===== config.mk =====
export PLATFORM = sky130hd
export DESIGN_NAME = regfile_sb_flat
export DESIGN_NICKNAME = d
export VERILOG_FILES = /design/src/rtl/regfile_sb_if.sv /design/src/rtl/regfile_sb.sv /design/src/flat_wrapper.sv
export SDC_FILE = /design/constraint.sdc
export NUM_CORES = 2
export LEC_CHECK = 0
export BUFFER_PORTS_ARGS = -buffer_cell sky130_fd_sc_hd__buf_4
export CAP_MARGIN = 10
export CORE_UTILIZATION = 50
export DETAILED_ROUTE_END_ITERATION = 7
export PLACE_DENSITY = 0.66
export SLEW_MARGIN = 10
export SYNTH_ARGS = -nofsm -noshare
export SYNTH_HDL_FRONTEND = slang
export SYNTH_SLANG_ARGS = --single-unit
export TNS_END_PERCENT = 5

===== constraint.sdc =====
create_clock -name CLK -period 7 [get_ports CLK]
set_input_delay 0.35 -clock CLK [delete_from_list [all_inputs] [get_ports CLK]]
set_output_delay 0.35 -clock CLK [all_outputs]
set_load 0.1 [all_outputs]

===== src/rtl/regfile_sb_if.sv =====
// Decode/writeback-side bus of the register file: two read ports, two write ports,
// issue marking and scoreboard status. Plain combinational/edge signals, no handshake.
interface regfile_sb_if #(
    parameter int DATA_WIDTH = 32,
    parameter int ADDR_SIZE  = 5
);
    logic [ADDR_SIZE-1:0]  RA1;
    logic [ADDR_SIZE-1:0]  RA2;
    logic [DATA_WIDTH-1:0] RD1;
    logic [DATA_WIDTH-1:0] RD2;
    logic                  WE3;
    logic [ADDR_SIZE-1:0]  WA3;
    logic [DATA_WIDTH-1:0] WD3;
    logic                  WE4;
    logic [ADDR_SIZE-1:0]  WA4;
    logic [DATA_WIDTH-1:0] WD4;
    logic                  ISS_EN;
    logic [ADDR_SIZE-1:0]  ISS_A;
    logic                  BUSY1;
    logic                  BUSY2;
    logic [ADDR_SIZE:0]    PEND_CNT;

    // No valid/ready: reads are sampled combinationally every cycle, writes and
    // issues take effect on the rising clock edge whenever their enable is high.
    modport master (
        output RA1, RA2, WE3, WA3, WD3, WE4, WA4, WD4, ISS_EN, ISS_A,
        input  RD1, RD2, BUSY1, BUSY2, PEND_CNT
    );

    modport slave (
        input  RA1, RA2, WE3, WA3, WD3, WE4, WA4, WD4, ISS_EN, ISS_A,
        output RD1, RD2, BUSY1, BUSY2, PEND_CNT
    );
endinterface


===== src/rtl/regfile_sb.sv =====
// 2-read/2-write register file with per-register pending scoreboard (r0 hardwired zero).
// Optional write-to-read bypass when REGFILE_BYPASS_EN is defined.
module regfile_sb #(
    parameter int DATA_WIDTH = 32,
    parameter int ADDR_SIZE  = 5
) (
    input  logic         CLK,
    input  logic         rst_n,
    regfile_sb_if.slave  bus
);
    localparam int DEPTH = 1 << ADDR_SIZE;

    logic [DATA_WIDTH-1:0] r_rf [DEPTH];
    logic [DEPTH-1:0]      r_pend;
    logic [ADDR_SIZE:0]    r_pend_cnt;

    logic [DEPTH-1:0]      w_pend_nxt;
    logic [ADDR_SIZE:0]    w_cnt_nxt;
    logic                  w_wen_a;
    logic                  w_wen_b;
    logic [DATA_WIDTH-1:0] w_arr1;
    logic [DATA_WIDTH-1:0] w_arr2;

    assign w_wen_a = bus.WE3 && (bus.WA3 != '0);
    assign w_wen_b = bus.WE4 && (bus.WA4 != '0);

    // Issue beats a same-cycle writeback: the issued instruction is the newer producer.
    always_comb begin
        w_pend_nxt = r_pend;
        for (int i = 1; i < DEPTH; i++) begin
            if (bus.ISS_EN && (bus.ISS_A == ADDR_SIZE'(i))) begin
                w_pend_nxt[i] = 1'b1;
            end else if ((w_wen_a && (bus.WA3 == ADDR_SIZE'(i))) ||
                         (w_wen_b && (bus.WA4 == ADDR_SIZE'(i)))) begin
                w_pend_nxt[i] = 1'b0;
            end
        end
        w_pend_nxt[0] = 1'b0;
    end

    always_comb begin
        w_cnt_nxt = '0;
        for (int i = 0; i < DEPTH; i++) begin
            w_cnt_nxt = w_cnt_nxt + {{ADDR_SIZE{1'b0}}, w_pend_nxt[i]};
        end
    end

    always_ff @(posedge CLK or negedge rst_n) begin
        if (!rst_n) begin
            for (int i = 0; i < DEPTH; i++) begin
                r_rf[i] <= '0;
            end
        end else begin
            for (int i = 1; i < DEPTH; i++) begin
                if (w_wen_b && (bus.WA4 == ADDR_SIZE'(i))) begin
                    r_rf[i] <= bus.WD4;
                end else if (w_wen_a && (bus.WA3 == ADDR_SIZE'(i))) begin
                    r_rf[i] <= bus.WD3;
                end
            end
        end
    end

    always_ff @(posedge CLK or negedge rst_n) begin
        if (!rst_n) begin
            r_pend     <= '0;
            r_pend_cnt <= '0;
        end else begin
            r_pend     <= w_pend_nxt;
            r_pend_cnt <= w_cnt_nxt;
        end
    end

    assign w_arr1       = (bus.RA1 == '0) ? '0 : r_rf[bus.RA1];
    assign w_arr2       = (bus.RA2 == '0) ? '0 : r_rf[bus.RA2];
    assign bus.PEND_CNT = r_pend_cnt;

`ifdef REGFILE_BYPASS_EN
    logic w_hit_a1, w_hit_b1, w_hit_a2, w_hit_b2;
    logic w_iss1, w_iss2;

    // Write enables already exclude r0, so a hit implies RAn != 0.
    assign w_hit_a1 = w_wen_a && (bus.WA3 == bus.RA1);
    assign w_hit_b1 = w_wen_b && (bus.WA4 == bus.RA1);
    assign w_hit_a2 = w_wen_a && (bus.WA3 == bus.RA2);
    assign w_hit_b2 = w_wen_b && (bus.WA4 == bus.RA2);
    assign w_iss1   = bus.ISS_EN && (bus.ISS_A == bus.RA1);
    assign w_iss2   = bus.ISS_EN && (bus.ISS_A == bus.RA2);

    assign bus.RD1   = w_hit_b1 ? bus.WD4 : (w_hit_a1 ? bus.WD3 : w_arr1);
    assign bus.RD2   = w_hit_b2 ? bus.WD4 : (w_hit_a2 ? bus.WD3 : w_arr2);
    assign bus.BUSY1 = (w_hit_a1 || w_hit_b1) ? w_iss1 : r_pend[bus.RA1];
    assign bus.BUSY2 = (w_hit_a2 || w_hit_b2) ? w_iss2 : r_pend[bus.RA2];
`else
    assign bus.RD1   = w_arr1;
    assign bus.RD2   = w_arr2;
    assign bus.BUSY1 = r_pend[bus.RA1];
    assign bus.BUSY2 = r_pend[bus.RA2];
`endif

endmodule


===== src/flat_wrapper.sv =====
// flat-port wrapper written by rule: the top's interface ports become plain ports
module regfile_sb_flat 
#(
    parameter int DATA_WIDTH = 32,
    parameter int ADDR_SIZE  = 5
)
  (CLK, rst_n, bus_RA1, bus_RA2, bus_WE3, bus_WA3, bus_WD3, bus_WE4, bus_WA4, bus_WD4, bus_ISS_EN, bus_ISS_A, bus_RD1, bus_RD2, bus_BUSY1, bus_BUSY2, bus_PEND_CNT);
  regfile_sb_if #(.DATA_WIDTH(DATA_WIDTH), .ADDR_SIZE(ADDR_SIZE)) bus_i ();
  input  logic CLK;
  input  logic rst_n;
  input wire logic [$bits(bus_i.RA1)-1:0] bus_RA1;
  input wire logic [$bits(bus_i.RA2)-1:0] bus_RA2;
  input wire logic [$bits(bus_i.WE3)-1:0] bus_WE3;
  input wire logic [$bits(bus_i.WA3)-1:0] bus_WA3;
  input wire logic [$bits(bus_i.WD3)-1:0] bus_WD3;
  input wire logic [$bits(bus_i.WE4)-1:0] bus_WE4;
  input wire logic [$bits(bus_i.WA4)-1:0] bus_WA4;
  input wire logic [$bits(bus_i.WD4)-1:0] bus_WD4;
  input wire logic [$bits(bus_i.ISS_EN)-1:0] bus_ISS_EN;
  input wire logic [$bits(bus_i.ISS_A)-1:0] bus_ISS_A;
  output wire logic [$bits(bus_i.RD1)-1:0] bus_RD1;
  output wire logic [$bits(bus_i.RD2)-1:0] bus_RD2;
  output wire logic [$bits(bus_i.BUSY1)-1:0] bus_BUSY1;
  output wire logic [$bits(bus_i.BUSY2)-1:0] bus_BUSY2;
  output wire logic [$bits(bus_i.PEND_CNT)-1:0] bus_PEND_CNT;
  assign bus_i.RA1 = bus_RA1;
  assign bus_i.RA2 = bus_RA2;
  assign bus_i.WE3 = bus_WE3;
  assign bus_i.WA3 = bus_WA3;
  assign bus_i.WD3 = bus_WD3;
  assign bus_i.WE4 = bus_WE4;
  assign bus_i.WA4 = bus_WA4;
  assign bus_i.WD4 = bus_WD4;
  assign bus_i.ISS_EN = bus_ISS_EN;
  assign bus_i.ISS_A = bus_ISS_A;
  assign bus_RD1 = bus_i.RD1;
  assign bus_RD2 = bus_i.RD2;
  assign bus_BUSY1 = bus_i.BUSY1;
  assign bus_BUSY2 = bus_i.BUSY2;
  assign bus_PEND_CNT = bus_i.PEND_CNT;
  regfile_sb #(.DATA_WIDTH(DATA_WIDTH), .ADDR_SIZE(ADDR_SIZE)) u_core (.CLK(CLK), .rst_n(rst_n), .bus(bus_i));
endmodule

## Word-level counts from Yosys, hierarchy flattened

Cells that the tools add are included.

- Add/sub/neg operators: 30
- Equal/unequal tests: 93
- $lt $le $gt $ge: 4
- Multiplexer cells: 136
- Reductions and logical operators: 161
- Bitwise gates (word level): 2

Operator list:

| kind | number |
|---|---|
| 32-bit 2-to-1 mux | 68 |
| 32-bit binary-select mux with 5-bit select | 2 |
| 5-bit equality test, second input constant | 48 |
| 6-bit by 1-bit adder with 6-bit output | 29 |
| 5-bit by 4-bit equality test with 1-bit output, second input constant | 24 |
| 1-bit logical AND | 95 |
| 1-bit 2-to-1 mux | 64 |
| 2-bit nonzero test | 31 |
| 5-bit by 3-bit equality test with 1-bit output, second input constant | 12 |
| 1-bit logical OR | 31 |
| 5-bit by 2-bit equality test with 1-bit output, second input constant | 6 |
| 5-bit by 1-bit equality test with 1-bit output, second input constant | 3 |
| 6-bit >= comparator, second input constant | 2 |
| 5-bit by 6-bit < comparator with 1-bit output, second input constant | 2 |
| 5-bit inverter with 6-bit output | 2 |
| 1-bit binary-select mux with 5-bit select | 2 |
| 5-bit logical NOT | 2 |
| 5-bit nonzero test | 2 |
| 1-bit by 1-bit adder with 2-bit output | 1 |

- Register bits after elaboration: 1,029
- Output and inout port bits: 72
- Input bits: 94
- Logic and storage cells: 459

## Longest topological paths before layout

- Depth in word-level cells: 36
- Depth in mapped cells: 23

## Least setup slack after synthesis

No wires, ideal clock.

- Path kind: input -> register
- Start point: in bus_WA3[4]
- End point: reg u_core.r_pend_cnt[4], in the netlist u_core.bus.PEND_CNT[4]
- Path slack: 1.253 ns
- Path buffers: 2
- Arrival: 5.625 ns
- Stages on the path: 21
- Library setup time: 0.123 ns
- Path through: buf_2 > nor4b_1 > nand2_1 > buf_2 > a32o_1 > ha_1 > fa_1 > fa_1 > fa_1 > inv_1 > fa_1 > fa_1 > fa_1 > inv_1 > ha_1 > inv_1 > fa_1 > inv_1 > a21o_1 > a21oi_1 > xnor2_1

- Longest elaborated chain between the ends: 36
- Elaborated cells between the ends (all ways): 187

Ends and longest elaborated chain:

| what | line | text |
|---|---|---|
| from (decl) | flat_wrapper.sv:14 | `input wire logic [$bits(bus_i.WA3)-1:0] bus_WA3;` |
| 5-bit nonzero test | regfile_sb.sv:24 | `assign w_wen_a = bus.WE3 && (bus.WA3 != '0);` |
| 1-bit logical AND | regfile_sb.sv:24 |  |
| 1-bit logical AND (*) | regfile_sb.sv:33 | `end else if ((w_wen_a && (bus.WA3 == ADDR_SIZE'(i))) \|\|` |
| 1-bit logical OR (*) | regfile_sb.sv:33 |  |
| 1-bit 2-to-1 mux (*) | regfile_sb.sv:33 |  |
| 1-bit 2-to-1 mux (*) | regfile_sb.sv:31 | `if (bus.ISS_EN && (bus.ISS_A == ADDR_SIZE'(i))) begin` |
| net u_core.w_pend_nxt[2] | regfile_sb.sv:17 | `logic [DEPTH-1:0] w_pend_nxt;` |
| 1-bit by 1-bit adder with 2-bit output (*) | regfile_sb.sv:44 | `w_cnt_nxt = w_cnt_nxt + {{ADDR_SIZE{1'b0}}, w_pend_nxt[i]};` |
| 6-bit by 1-bit adder with 6-bit output (*) (29 in a row) | regfile_sb.sv:44 |  |
| net u_core.w_cnt_nxt[4] | regfile_sb.sv:18 | `logic [ADDR_SIZE:0] w_cnt_nxt;` |
| to (signal assigned) | regfile_sb.sv:70 | `r_pend_cnt <= w_cnt_nxt;` |
| to (decl) | regfile_sb.sv:15 | `logic [ADDR_SIZE:0] r_pend_cnt;` |

Mark *: on every way through the listed nets, which the timed path passes. The rest lies on a longest branch.
A chain may end at the register's enable or synchronous reset.

## Final worst setup path

- Start point: in bus_ISS_A[3]
- End point: reg u_core.r_pend_cnt[4], in the netlist u_core.bus.PEND_CNT[4]

- Longest elaborated chain between the ends: 33
- Elaborated cells between the ends (all ways): 123

Ends and longest elaborated chain:

| what | line | text |
|---|---|---|
| from (decl) | flat_wrapper.sv:20 | `input wire logic [$bits(bus_i.ISS_A)-1:0] bus_ISS_A;` |
| 5-bit by 1-bit equality test with 1-bit output / 5-bit by 2-bit equality test with 1-bit output (equally long branches) | regfile_sb.sv:31 |  |
| 1-bit logical AND | regfile_sb.sv:31 |  |
| 1-bit 2-to-1 mux | regfile_sb.sv:31 |  |
| 1-bit by 1-bit adder with 2-bit output | regfile_sb.sv:44 |  |
| 6-bit by 1-bit adder with 6-bit output (28 in a row) | regfile_sb.sv:44 |  |
| 6-bit by 1-bit adder with 6-bit output (*) | regfile_sb.sv:44 |  |
| net u_core.w_cnt_nxt[4] | regfile_sb.sv:18 |  |

Marked as above.

==> results.toml <==
[run_status]
status = "completed"

[clock_tree]
numCtsBuffers = 115
cts_sinks = 1029
postCtsSetupBuffers = 0
clock_path_buffers = 3
cts_tree = "done"
htreeDepth = 3
root_buffer = "clkbuf_16"
clkTransAtPathRegs_ns = 0.06
clk_latency_ns = 0.77

[global_routing]
grt_antenna_before_repair = 15
grt_pass1_vias = 51833
grt-ovfl-total = 0
grt_usage_pct = 39.1
grt_max_degree = 175
grt_pass1_wl_um = 371000

[worst_setup_path]
path_buf_inv = 7
crit_top_cell = "fa_1"
endpoint_kind = "flip-flop"
path_class = "in -> reg"
slowest_stage = "dlygate4sd3_1"
worstSetupStartpointType = "input port"
arrival_ns = 6.02
crit_chain = "dlygate4sd3_1 -> buf_4 -> nor2b_1 -> nor2b_1 -> nand2_1 -> o21a_1 -> fa_1 -> inv_1 -> fa_1 -> fa_1 -> inv_1 -> fa_1 -> fa_1 -> fa_1 -> inv_1 -> ha_1 -> inv_1 -> fa_1 -> inv_1 -> a21o_1 -> a21oi_1 -> xnor2_1"
critPathMaxFanout = 12
cp_top_family = "adder cells"
crit_required_ns = 7.62
slowest_delay_ns = 0.54

[layout]
synthToLayoutAreaGrowth_pct = 9.12
drive_gt1_share_pct = 17.6
stdcell_count = 7664
fill_cells = 11031
fin_util_pct = 55.2
fin_nets = 5950

[power]
power_density_nw_per_um2 = 327
p_leak_nw = 30.0
ir_drop_mv = 0.747
total_power_w = 0.0231

[floorplanning]
die-area_um2 = 131000
core_um2 = 128000
die_x_um = 362
die_y_um = 362
start_util_pct = 50.6
rows = 131
io_pins = 166

[place]
dp_hpwl_um = 142000
place_ws_ns = 0.891
routabilityCongestion = 0.960
dpl.cell_count = 7410
port_buffers = 165

[synthesis]
synth_edf_count = 0
ys.flop_type = "dfrtp_1"
yosysMostFrequentCell = "mux2i_1"
ys_ff_latch = 1029
synth.distinct_cells = 63
syn_area_per_cell_um2 = 10.6
synthArstFlopShare_pct = 100
synth.net_count = 6237
synth_warnings = 32
syn_inst = 6111
synth_top_cells_by_count = "mux2i_1 (1060), dfrtp_1 (1029), nor2_1 (846)"
synth_top_area_share_pct = 39.7
netlist_area_um2 = 64900
seq_area_frac_synth_pct = 39.7
synth.largest_area_cell = "dfrtp_1"
synth_area_leaders = "dfrtp_1 (40%), mux2i_1 (16%), mux4_2 (13%), a21oi_1 (6.3%), nor2_1 (4.9%)"

[sta]
finalCriticalPeriod_ns = 5.40
tightestPinTransition_ns = 1.29
clock_skew_ns = 0.0343
setup_ws_ns = 1.60
hold_viol_final = 0
min_period_over_period_pct = 77.2
fmax_mhz = 185
finalSetupTns_ns = 0
setup_viol = 0
final_max_slew_viol_count = 0
rsz0062_at_grt = "false"
slew_headroom_pct = 14.0

[routing]
post_drt_via_cell_ratio = 7.00
ant_nets = 0
num_vias = 53651
wire_per_inst_um = 33.8
drc = 0
drt_wl_total_um = 259000
drt_iter0_markers = 8077
first_pass_iters = 7

[worst_hold_path]
holdCritPathClass = "in -> reg"

[run]
cap_viol_max_count = 0
## area by class of cell
type	count	area, µm²	area share [%]
repair buffers	314	2560	3.61
multi-input cells	4292	36200	51.1
inverters	72	270	0.382
diodes	11	27.5	0.0389
well taps	1729	2160	3.06
clock buffers	160	3310	4.67
clock inverters	57	568	0.802
flip-flops and latches	1029	25700	36.4
## worst register-to-register path, stage by stage, from the launching register on
cell and delay (ns):
dfrtp_1 0.40, a32o_1 0.25, ha_1 0.29, fa_1 0.51, fa_1 0.44, fa_1 0.49, inv_1 0.05, fa_1 0.48
fa_1 0.52, fa_1 0.40, inv_1 0.07, ha_1 0.17, inv_1 0.07, fa_1 0.46, inv_1 0.07, a21o_1 0.10
a21oi_1 0.07, xnor2_1 0.13
## flip-flops by register name (all words and copies together), names as in the netlist
signal,flops
u_core.r_rf,992
u_core.r_pend,31
u_core.bus.PEND_CNT,6
## through the flow
| step | hold WS [ns] | instance area [µm²] |
|---|---|---|
| CTS | 0.00170 | 70800 |
| finish | 0.0274 | 70800 |
| global placement | 0.445 | 66600 |
| floorplan | 0.0544 | 64900 |
| detailed placement | 0.432 | 66600 |
| global route | 0.0235 | 70800 |
## routing by layer
layer	vias to the layer above	routed length, µm	share of wire, %	global-route usage (%)
met5	-	45	0.017	0
met4	6	18900	7.3	24.5
met3	1025	31000	12	10.9
met2	3824	114000	44	58.3
met1	26944	95900	37	50.5
li1	21852	-	-	-
## placed cells by master (no fill, tap or decap), drive strengths merged, types with 68 or more instances in the layout
cell type	count
inv	75
mux2i	1060
mux2	99
a221oi	68
o21ai	208
dfrtp	1029
a21oi	814
buf	288
clkbuf	160
mux4	430
o22ai	144
nand2	278
nor2	860
## cell families (layout without fill, tap and decap cells)
group | count (synthesis) | in the layout | share of synthesized area (%)
mux | 1589 | 1589 | 33.3
compound gates | 1407 | 1407 | 12.6
simple gates | 1261 | 1261 | 7.96
flops | 1029 | 1029 | 39.7
buf+inv | 790 | 603 | 5.46
fa+ha+maj | 32 | 32 | 0.883
xor+xnor | 3 | 3 | 0.0405
other cells | 0 | 11 | 0
## timing repair
item                                   CTS  global route
hold buffers                            26             0
gates resized for setup                  0             0
endpoints found under the hold margin  144             0
## where the power goes
part           internal (W)  switching (W)
Sequential          0.00765        0.00133
Combinational       0.00360        0.00421
Clock               0.00359        0.00275
Total                0.0148        0.00829
## final timing paths
kind	cells past startpoint	slack (ns)	start	end
worst min register to register	2	0.50	u_core.r_rf[965]	u_core.r_rf[965]
worst min-delay path	3	0.03	bus_WD4[8]	u_core.r_rf[616]
max in group asynchronous	4	4.99	rst_n	u_core.r_rf[308]
worst max-delay path	22	1.60	bus_ISS_A[3]	u_core.bus.PEND_CNT[4]
min in group asynchronous	2	0.19	rst_n	u_core.r_rf[832]
worst max register to register	17	1.89	u_core.r_pend[2]	u_core.bus.PEND_CNT[4]
(Power assumes the default switching activity.)
